### config.mk
export PLATFORM = sky130hd
export DESIGN_NAME = pwm_ramp_ctrl
export DESIGN_NICKNAME = d
export VERILOG_FILES = /design/src/rtl/pwm_ramp_ctrl.sv
export SDC_FILE = /design/constraint.sdc
export NUM_CORES = 1
export LEC_CHECK = 0
export BUFFER_PORTS_ARGS = -buffer_cell sky130_fd_sc_hd__buf_2
export CORE_AREA = 2 2 97 99
export DETAILED_ROUTE_END_ITERATION = 10
export DIE_AREA = 0 0 99 101
export GPL_TIMING_DRIVEN = 0
export PLACE_DENSITY = 0.85
export SLEW_MARGIN = 20
export SYNTH_ARGS = -nofsm -noshare
export SYNTH_HDL_FRONTEND = slang
export SYNTH_SLANG_ARGS = --single-unit
### constraint.sdc
create_clock -name clock -period 5.48 [get_ports clock]
set_input_delay 0.274 -clock clock [delete_from_list [all_inputs] [get_ports clock]]
set_output_delay 0.274 -clock clock [all_outputs]
set_load 0.05 [all_outputs]
### src/rtl/pwm_ramp_ctrl.sv
// Duty-ramp sequencer in front of a pwm instance: slews pwm_ratio toward the target through an update/done handshake.
// Optional handshake-timeout fault is built when PWM_RAMP_TIMEOUT_EN is defined.
module pwm_ramp_ctrl #(
    parameter int unsigned INT_W        = 16,
    parameter int unsigned DONE_TIMEOUT = 512
) (
    input  logic             clock,
    input  logic             reset_n,
    input  logic             enable,
    input  logic [7:0]       target_duty,
    input  logic             target_valid,
    input  logic [7:0]       ramp_step,
    input  logic [INT_W-1:0] ramp_interval,
    input  logic             brake,
    input  logic             fault_clr,
    input  logic             pwm_done,
    output logic             pwm_enable,
    output logic [7:0]       pwm_ratio,
    output logic             pwm_update,
    output logic [7:0]       current_duty,
    output logic             busy,
    output logic             at_target,
    output logic             fault
);

    localparam logic [2:0] ST_DISABLED  = 3'd0;
    localparam logic [2:0] ST_HOLD      = 3'd1;
    localparam logic [2:0] ST_WAIT_INT  = 3'd2;
    localparam logic [2:0] ST_DONE_WAIT = 3'd3;
`ifdef PWM_RAMP_TIMEOUT_EN
    localparam logic [2:0] ST_FAULT     = 3'd4;
    localparam int unsigned TO_W = (DONE_TIMEOUT > 2) ? $clog2(DONE_TIMEOUT) : 1;
`endif

    logic [2:0]       state, state_nxt;
    logic [7:0]       target_reg, target_nxt;
    logic [7:0]       cur_nxt, ratio_nxt;
    logic             en_nxt, upd_nxt, busy_nxt, at_target_nxt;
    logic [INT_W-1:0] int_cnt, int_cnt_nxt;
    logic             brake_pend, brake_nxt;
    logic             accept_c;

    logic [7:0] eff_tgt;
    logic [7:0] step_eff;
    logic [8:0] diff_up, diff_dn;
    logic [7:0] step_next;

`ifdef PWM_RAMP_TIMEOUT_EN
    logic            fault_nxt;
    logic [TO_W-1:0] to_cnt, to_cnt_nxt;
    assign accept_c = (state != ST_FAULT);
`else
    logic unused_cfg;
    assign accept_c   = 1'b1;
    assign fault      = 1'b0;
    assign unused_cfg = &{1'b0, fault_clr, 1'(DONE_TIMEOUT % 2)};
`endif

    // Bounded step toward the effective target; 9-bit differences so nothing wraps.
    assign eff_tgt  = enable ? target_reg : 8'd0;
    assign step_eff = (ramp_step == 8'd0) ? 8'd1 : ramp_step;
    assign diff_up  = {1'b0, eff_tgt} - {1'b0, current_duty};
    assign diff_dn  = {1'b0, current_duty} - {1'b0, eff_tgt};

    always_comb begin
        step_next = current_duty;
        if (eff_tgt > current_duty)
            step_next = (diff_up <= {1'b0, step_eff}) ? eff_tgt : current_duty + step_eff;
        else if (eff_tgt < current_duty)
            step_next = (diff_dn <= {1'b0, step_eff}) ? eff_tgt : current_duty - step_eff;
    end

    always_comb begin
        state_nxt   = state;
        target_nxt  = target_reg;
        cur_nxt     = current_duty;
        ratio_nxt   = pwm_ratio;
        en_nxt      = pwm_enable;
        upd_nxt     = pwm_update;
        int_cnt_nxt = int_cnt;
        brake_nxt   = brake_pend;
`ifdef PWM_RAMP_TIMEOUT_EN
        fault_nxt   = fault;
        to_cnt_nxt  = to_cnt;
`endif

        case (state)
            ST_DISABLED: begin
                en_nxt  = 1'b0;
                upd_nxt = 1'b0;
                if (enable) begin
                    state_nxt = ST_HOLD;
                    en_nxt    = 1'b1;
                end
            end
            ST_HOLD: begin
                brake_nxt = 1'b0;
                if (brake_pend && current_duty != 8'd0) begin
                    ratio_nxt = 8'd0;
                    upd_nxt   = 1'b1;
                    state_nxt = ST_DONE_WAIT;
                end else if (eff_tgt != current_duty) begin
                    int_cnt_nxt = ramp_interval;
                    state_nxt   = ST_WAIT_INT;
                end else if (!enable && current_duty == 8'd0) begin
                    en_nxt    = 1'b0;
                    state_nxt = ST_DISABLED;
                end
            end
            ST_WAIT_INT: begin
                if (brake_pend) begin
                    brake_nxt = 1'b0;
                    if (current_duty != 8'd0) begin
                        ratio_nxt = 8'd0;
                        upd_nxt   = 1'b1;
                        state_nxt = ST_DONE_WAIT;
                    end else begin
                        state_nxt = ST_HOLD;
                    end
                end else if (int_cnt == '0) begin
                    // Target may have moved back onto current_duty while waiting.
                    if (step_next == current_duty) begin
                        state_nxt = ST_HOLD;
                    end else begin
                        ratio_nxt = step_next;
                        upd_nxt   = 1'b1;
                        state_nxt = ST_DONE_WAIT;
                    end
                end else begin
                    int_cnt_nxt = int_cnt - INT_W'(1);
                end
            end
            ST_DONE_WAIT: begin
                if (pwm_done) begin
                    upd_nxt = 1'b0;
                    cur_nxt = pwm_ratio;
`ifdef PWM_RAMP_TIMEOUT_EN
                    to_cnt_nxt = '0;
`endif
                    if (brake_pend && pwm_ratio != 8'd0) begin
                        state_nxt = ST_WAIT_INT;
                    end else if (pwm_ratio == eff_tgt) begin
                        brake_nxt = 1'b0;
                        state_nxt = ST_HOLD;
                    end else begin
                        int_cnt_nxt = ramp_interval;
                        state_nxt   = ST_WAIT_INT;
                    end
                end
`ifdef PWM_RAMP_TIMEOUT_EN
                else if (to_cnt == TO_W'(DONE_TIMEOUT - 1)) begin
                    fault_nxt  = 1'b1;
                    en_nxt     = 1'b0;
                    upd_nxt    = 1'b0;
                    brake_nxt  = 1'b0;
                    to_cnt_nxt = '0;
                    state_nxt  = ST_FAULT;
                end else begin
                    to_cnt_nxt = to_cnt + TO_W'(1);
                end
`endif
            end
`ifdef PWM_RAMP_TIMEOUT_EN
            ST_FAULT: begin
                fault_nxt = 1'b1;
                en_nxt    = 1'b0;
                upd_nxt   = 1'b0;
                brake_nxt = 1'b0;
                if (fault_clr) begin
                    fault_nxt = 1'b0;
                    cur_nxt   = 8'd0;
                    ratio_nxt = 8'd0;
                    state_nxt = ST_DISABLED;
                end
            end
`endif
            default: state_nxt = ST_DISABLED;
        endcase

        // Target/brake capture last so a fresh brake pulse is never lost to a same-cycle clear.
        if (accept_c) begin
            if (target_valid)
                target_nxt = target_duty;
            if (brake) begin
                target_nxt = 8'd0;
                brake_nxt  = 1'b1;
            end
        end

        busy_nxt      = (state_nxt == ST_WAIT_INT) || (state_nxt == ST_DONE_WAIT);
        at_target_nxt = (state_nxt == ST_HOLD) && (cur_nxt == (enable ? target_nxt : 8'd0));
    end

    always_ff @(posedge clock or negedge reset_n) begin
        if (!reset_n) begin
            state        <= ST_DISABLED;
            target_reg   <= 8'd0;
            current_duty <= 8'd0;
            pwm_ratio    <= 8'd0;
            pwm_enable   <= 1'b0;
            pwm_update   <= 1'b0;
            busy         <= 1'b0;
            at_target    <= 1'b0;
            int_cnt      <= '0;
            brake_pend   <= 1'b0;
        end else begin
            state        <= state_nxt;
            target_reg   <= target_nxt;
            current_duty <= cur_nxt;
            pwm_ratio    <= ratio_nxt;
            pwm_enable   <= en_nxt;
            pwm_update   <= upd_nxt;
            busy         <= busy_nxt;
            at_target    <= at_target_nxt;
            int_cnt      <= int_cnt_nxt;
            brake_pend   <= brake_nxt;
        end
    end

`ifdef PWM_RAMP_TIMEOUT_EN
    always_ff @(posedge clock or negedge reset_n) begin
        if (!reset_n) begin
            fault  <= 1'b0;
            to_cnt <= '0;
        end else begin
            fault  <= fault_nxt;
            to_cnt <= to_cnt_nxt;
        end
    end
`endif

endmodule

# Yosys cells after proc, flatten, opt, wreduce, memory -nomap -nowiden
# Index checks and enable logic that the tools add are counted.
# totals
regBits	48
# classes
eq_ne	26
n_reduce_logical	23
mux	54
magnitude_cmp	4
addsub	5
# op_table
op	count
2-to-1 mux 8 bit	16
2-to-1 mux 16 bit	7
case mux 16 bit (3 select lines)	1
equality test 8 bit	3
2-to-1 mux 3 bit	7
!= test 2 bit (second input constant)	10
less-or-equal comparator 9 x 8 -> 1 bit	2
!= test 3 bit (second input constant)	6
subtractor 8 x 8 -> 9 bit	2
logical NOT 16 bit	1
logical NOT 8 bit	2
case mux 8 bit (2 select lines)	1
nonzero test 8 bit	2
subtractor 16 x 1 -> 16 bit (second input constant)	1
2-to-1 mux 1 bit	14
equality test 3 x 2 -> 1 bit (second input constant)	4
case mux 3 bit (4 select lines)	1
adder 8 bit	1
> comparator 8 bit	1
less-than comparator 8 bit	1
2-to-1 mux 2 bit	4
!= test 8 bit	1
AND reduction 4 bit	2
AND reduction 8 bit	1
14 further kinds	21

# Longest topological paths before layout
# logic_depth
depth_word	13
depth_mapped	22

# Worst setup path before layout
# No wires, ideal clock.
# synth_timing
path_type	reg-to-reg
startpoint	reg current_duty[0]
endpoint	reg pwm_ratio[4]
setup_ps	125
path_stages_with_launch	23
path_buffers	2
required_time_ps	5355
setup_slack_ps	512
arrival_ps	4843
cell_sequence	dfrtp_1 -> clkbuf_1 -> inv_1 -> ha_1 -> inv_1 -> fa_1 -> a221o_1 -> a21oi_1 -> nor2_1 -> nor2_1 -> xnor2_1 -> ha_1 -> a21o_1 -> a21oi_1 -> nand4b_1 -> a21o_1 -> buf_6 -> a2111oi_0 -> o22ai_1 -> nor2_2 -> nand4_1 -> a221oi_4 -> mux2_4
# synth_between
elab_chain_cells	9
word_cells_on_any_way	23
# synth_rtl
element	line	rtl
from (decl)	20	output logic [7:0] current_duty,
from (signal assigned)	209	current_duty <= cur_nxt;
parallel branches: the longest is 9 deep, another holds subtractor 8 x 8 -> 9 bit	n/a	
to (signal assigned)	210	pwm_ratio <= ratio_nxt;
to (decl)	18	output logic [7:0] pwm_ratio,
# Parallel ways; which one is timed is not known. The select of a mux whose other input is x is not followed.
# A chain may end at the register's enable or synchronous reset.

# Final worst setup path
# layout_timing
startpoint	reg target_reg[1]
endpoint	reg pwm_ratio[4]
# layout_between
elab_chain_cells	10
word_cells_on_any_way	18
# layout_rtl
element	line	rtl
from (decl)	36	logic [7:0] target_reg, target_nxt;
from (signal assigned)	208	target_reg <= target_nxt;
2-to-1 mux 8 bit (*)	60	assign eff_tgt = enable ? target_reg : 8'd0;
subtractor 8 x 8 -> 9 bit	63	assign diff_dn = {1'b0, current_duty} - {1'b0, eff_tgt};
less-or-equal comparator 9 x 8 -> 1 bit	70	step_next = (diff_dn <= {1'b0, step_eff}) ? eff_tgt : current_duty - step_eff;
2-to-1 mux 8 bit	70	
2-to-1 mux 8 bit	69	else if (eff_tgt < current_duty)
2-to-1 mux 8 bit (*)	67	if (eff_tgt > current_duty)
parallel branches: the longest is 4 deep, another holds equality test 8 bit	n/a	
# Mark *: on every way between the ends. The select of a mux whose other input is x is not followed.

==> flow_summary.json <==
{
  "ys.warnings.count": 0,
  "worst-path-max-fanout": 9,
  "h-tree-depth": 2,
  "p_sw_mw": 2.00,
  "cts_buffers": 5,
  "clk_latency_ns": 0.30,
  "overflow": 0,
  "synth-async-reset-ratio": 1.00,
  "min_period_ns": 5.21,
  "first_iter_violations": 367,
  "grt_pass1_wl_mm": 23.8,
  "swShare": 0.535,
  "cts_sinks": 48,
  "seqPwrFrac": 0.164,
  "chipWidth_um": 99,
  "yosysTopAreaCellShare": 0.227,
  "final_nets": 808,
  "relSlewSlack": 0.547,
  "first_global_vias": 4929,
  "arrival_ns": 5.40,
  "yosysMostFrequentCell": "nor2_1",
  "dr.pass1.iters": 5,
  "cts_tree": "built",
  "wirelength_mm": 14.5,
  "diodes": 0,
  "max_cap_viol_count": 0,
  "path_clk_slew_ns": 0.09,
  "grt_max_degree": 49,
  "start_kind": "flop",
  "die_y_um": 101,
  "postCtsHoldBufs": 0,
  "end_kind": "flop",
  "peakVddDrop_mv": 0.261,
  "hold_viol_final": 48,
  "min_period_over_period": 0.951,
  "power_density_nw_per_um2": 644,
  "drv_slew": 0,
  "die_area_um2": 10000,
  "pin_count": 60,
  "drc_errors": 0,
  "seq_area_um2": 1200,
  "syn2layout_area_growth_pct": 10.1,
  "rsz0062_at_grt": "no",
  "fin_util": 0.648,
  "worstMarginPinSlew_ns": 0.679,
  "antenna_found_initial": 0,
  "synth_edf_count": 0,
  "intPower_mw": 1.74,
  "violations": "negative hold slack",
  "netlist_area_um2": 5290,
  "critPathKind": "reg2reg",
  "p_comb_frac": 0.781,
  "netlist_instances": 653,
  "routed_via_density": 6.26,
  "hold_ws_ns": -0.0379,
  "finalSetupViolCount": 0,
  "track_usage": 0.294,
  "pwr-share-clk": 0.056,
  "gp_congestion": 0.985,
  "yosys-top-cells-area": "dfrtp_1 23%, ha_1 12%, mux2i_1 6.8%",
  "reg2reg_setup_slack_ns": 0.27,
  "synthFlopType": "dfrtp_1",
  "finClkSkew_ns": 0.00599,
  "yosysTopAreaCell": "dfrtp_1",
  "multi_input_area_um2": 3750,
  "fmax_ghz": 0.192,
  "detail_route.wl_per_cell_um": 17.6,
  "numPortBuffers": 55,
  "ant_nets": 0,
  "cp_data_required_time_ns": 5.68,
  "outcome": "complete, but fails checks",
  "start_util": 0.589,
  "p_leak_nw": 2.82,
  "core_um2": 8980,
  "hold_class": "in2async",
  "largest_reg_flops": 16,
  "ys_ff_latch": 48,
  "synth.yosys.seq_area_share": 0.227,
  "fillers": 776,
  "netlist_top_cells_count": "61 x nor2_1, 49 x ha_1, 49 x inv_1, 49 x nand2_1",
  "root_buffer": "clkbuf_8",
  "synth_area_per_cell_um2": 8.09,
  "largest_register": "int_cnt",
  "drive_gt1_frac": 0.146,
  "vias": 5184,
  "clock_path_buffers": 2,
  "fp-row-count": 35,
  "place_hpwl_mm": 11.4,
  "synth_cell_types": 79
}
-- worst paths after layout --
check / start / end / cells past startpoint
min in group clock: ramp_interval[15] / int_cnt[15] / 3
min reg2reg: int_cnt[14] / int_cnt[14] / 1
max reg2reg: target_reg[1] / pwm_ratio[4] / 21
min: reset_n / int_cnt[12] / 1
max: target_reg[1] / pwm_ratio[4] / 21
max in group asynchronous: reset_n / target_reg[4] / 1
-- routing by layer --
layer | global-route usage | part of all wire
met3 | 0.0354 | 0.069
met1 | 0.376 | 0.42
met5 | 0 | 0
met4 | 0.103 | 0.028
met2 | 0.512 | 0.49
-- cells by family after synthesis --
logic type / synth area share
buffers and inverters: 0.0651
AOI/OAI and AO/OA: 0.228
xor gates and xnor gates: 0.0755
muxes: 0.0817
other: 0.000710
adders and majority gates: 0.127
DFF: 0.227
and+or+nand+nor: 0.195
-- layout make-up --
| class | count | area share |
|---|---|---|
| clock buffer | 5 | 0.0118 |
| sequential | 48 | 0.206 |
| timing repair buffer | 56 | 0.0512 |
| inverter | 49 | 0.0316 |
| tap | 111 | 0.0239 |
| multi-input combinational | 524 | 0.645 |
| clock inverter | 2 | 0.00215 |
| buffer | 33 | 0.0275 |
-- placed cells by master, fill, tap and decap left out, types with 5 or more instances in the layout --
cell	synthesis	layout
a32oi_1	6	6
nand2b_1	11	11
nand2_1	49	49
nor4_1	8	8
buf_2	1	55
nand3_1	11	11
clkbuf_1	24	24
a21oi_1	48	47
nor4b_1	5	5
o21a_1	7	7
o21ai_0	41	41
a31o_2	5	5
nor3_1	18	18
o22ai_1	6	6
a21o_1	12	12
xor2_1	11	11
xnor2_1	32	32
a22oi_1	8	8
inv_1	49	49
clkbuf_8	0	5
nand4_1	5	5
or3_1	6	6
o211ai_1	5	5
dfrtp_1	48	48
ha_1	49	49
nor2_1	61	61
mux2i_1	36	36
-- through the flow --
stage                     std cells  total power [mW]  worst slack [ns]  cell area, um2  TNS [ns]
after floorplan                 654              2.83             0.512            5290         0
after global placement          820              3.37           -0.0864            5700   -0.0864
after detailed placement        820              3.45            -0.156            5700    -0.353
after CTS                       828              3.68             0.219            5800         0
after global routing            828              4.03            0.0377            5820         0
final                           828              3.75             0.271            5820         0
-- worst max-delay path, stage by stage (launching register included) --
cell and delay [ns]:
dfrtp_1 0.50, nand2_1 0.23, ha_1 0.36, and2_1 0.16, a221o_1 0.33, and3_1 0.21
o21ai_1 0.28, nand2b_1 0.09, a21oi_1 0.19, xnor2_1 0.10, ha_1 0.32, nand4_1 0.09
or2_2 0.29, o211ai_2 0.11, nand3_4 0.16, mux2i_1 0.27, xnor2_1 0.11, nor4_2 0.32
o22ai_2 0.16, a221oi_4 0.32, buf_12 0.18, mux2_4 0.30
-- power by group through the flow --
stage / Combinational, mW / Sequential, mW / Clock (mW)
finish: 2.93 / 0.613 / 0.208
global route: 3.18 / 0.626 / 0.224
CTS: 2.86 / 0.606 / 0.212
detailed placement: 2.84 / 0.612 / 0
global placement: 2.77 / 0.604 / 0
floorplan: 2.13 / 0.698 / 0
-- timing repair --
item                       CTS  global route
hold endpoints to repair     0             0
gates resized for setup      0             3
setup buffers                1             0
setup endpoints to repair    1             8
pin swaps                    1             0
(Power assumes the default switching activity.)
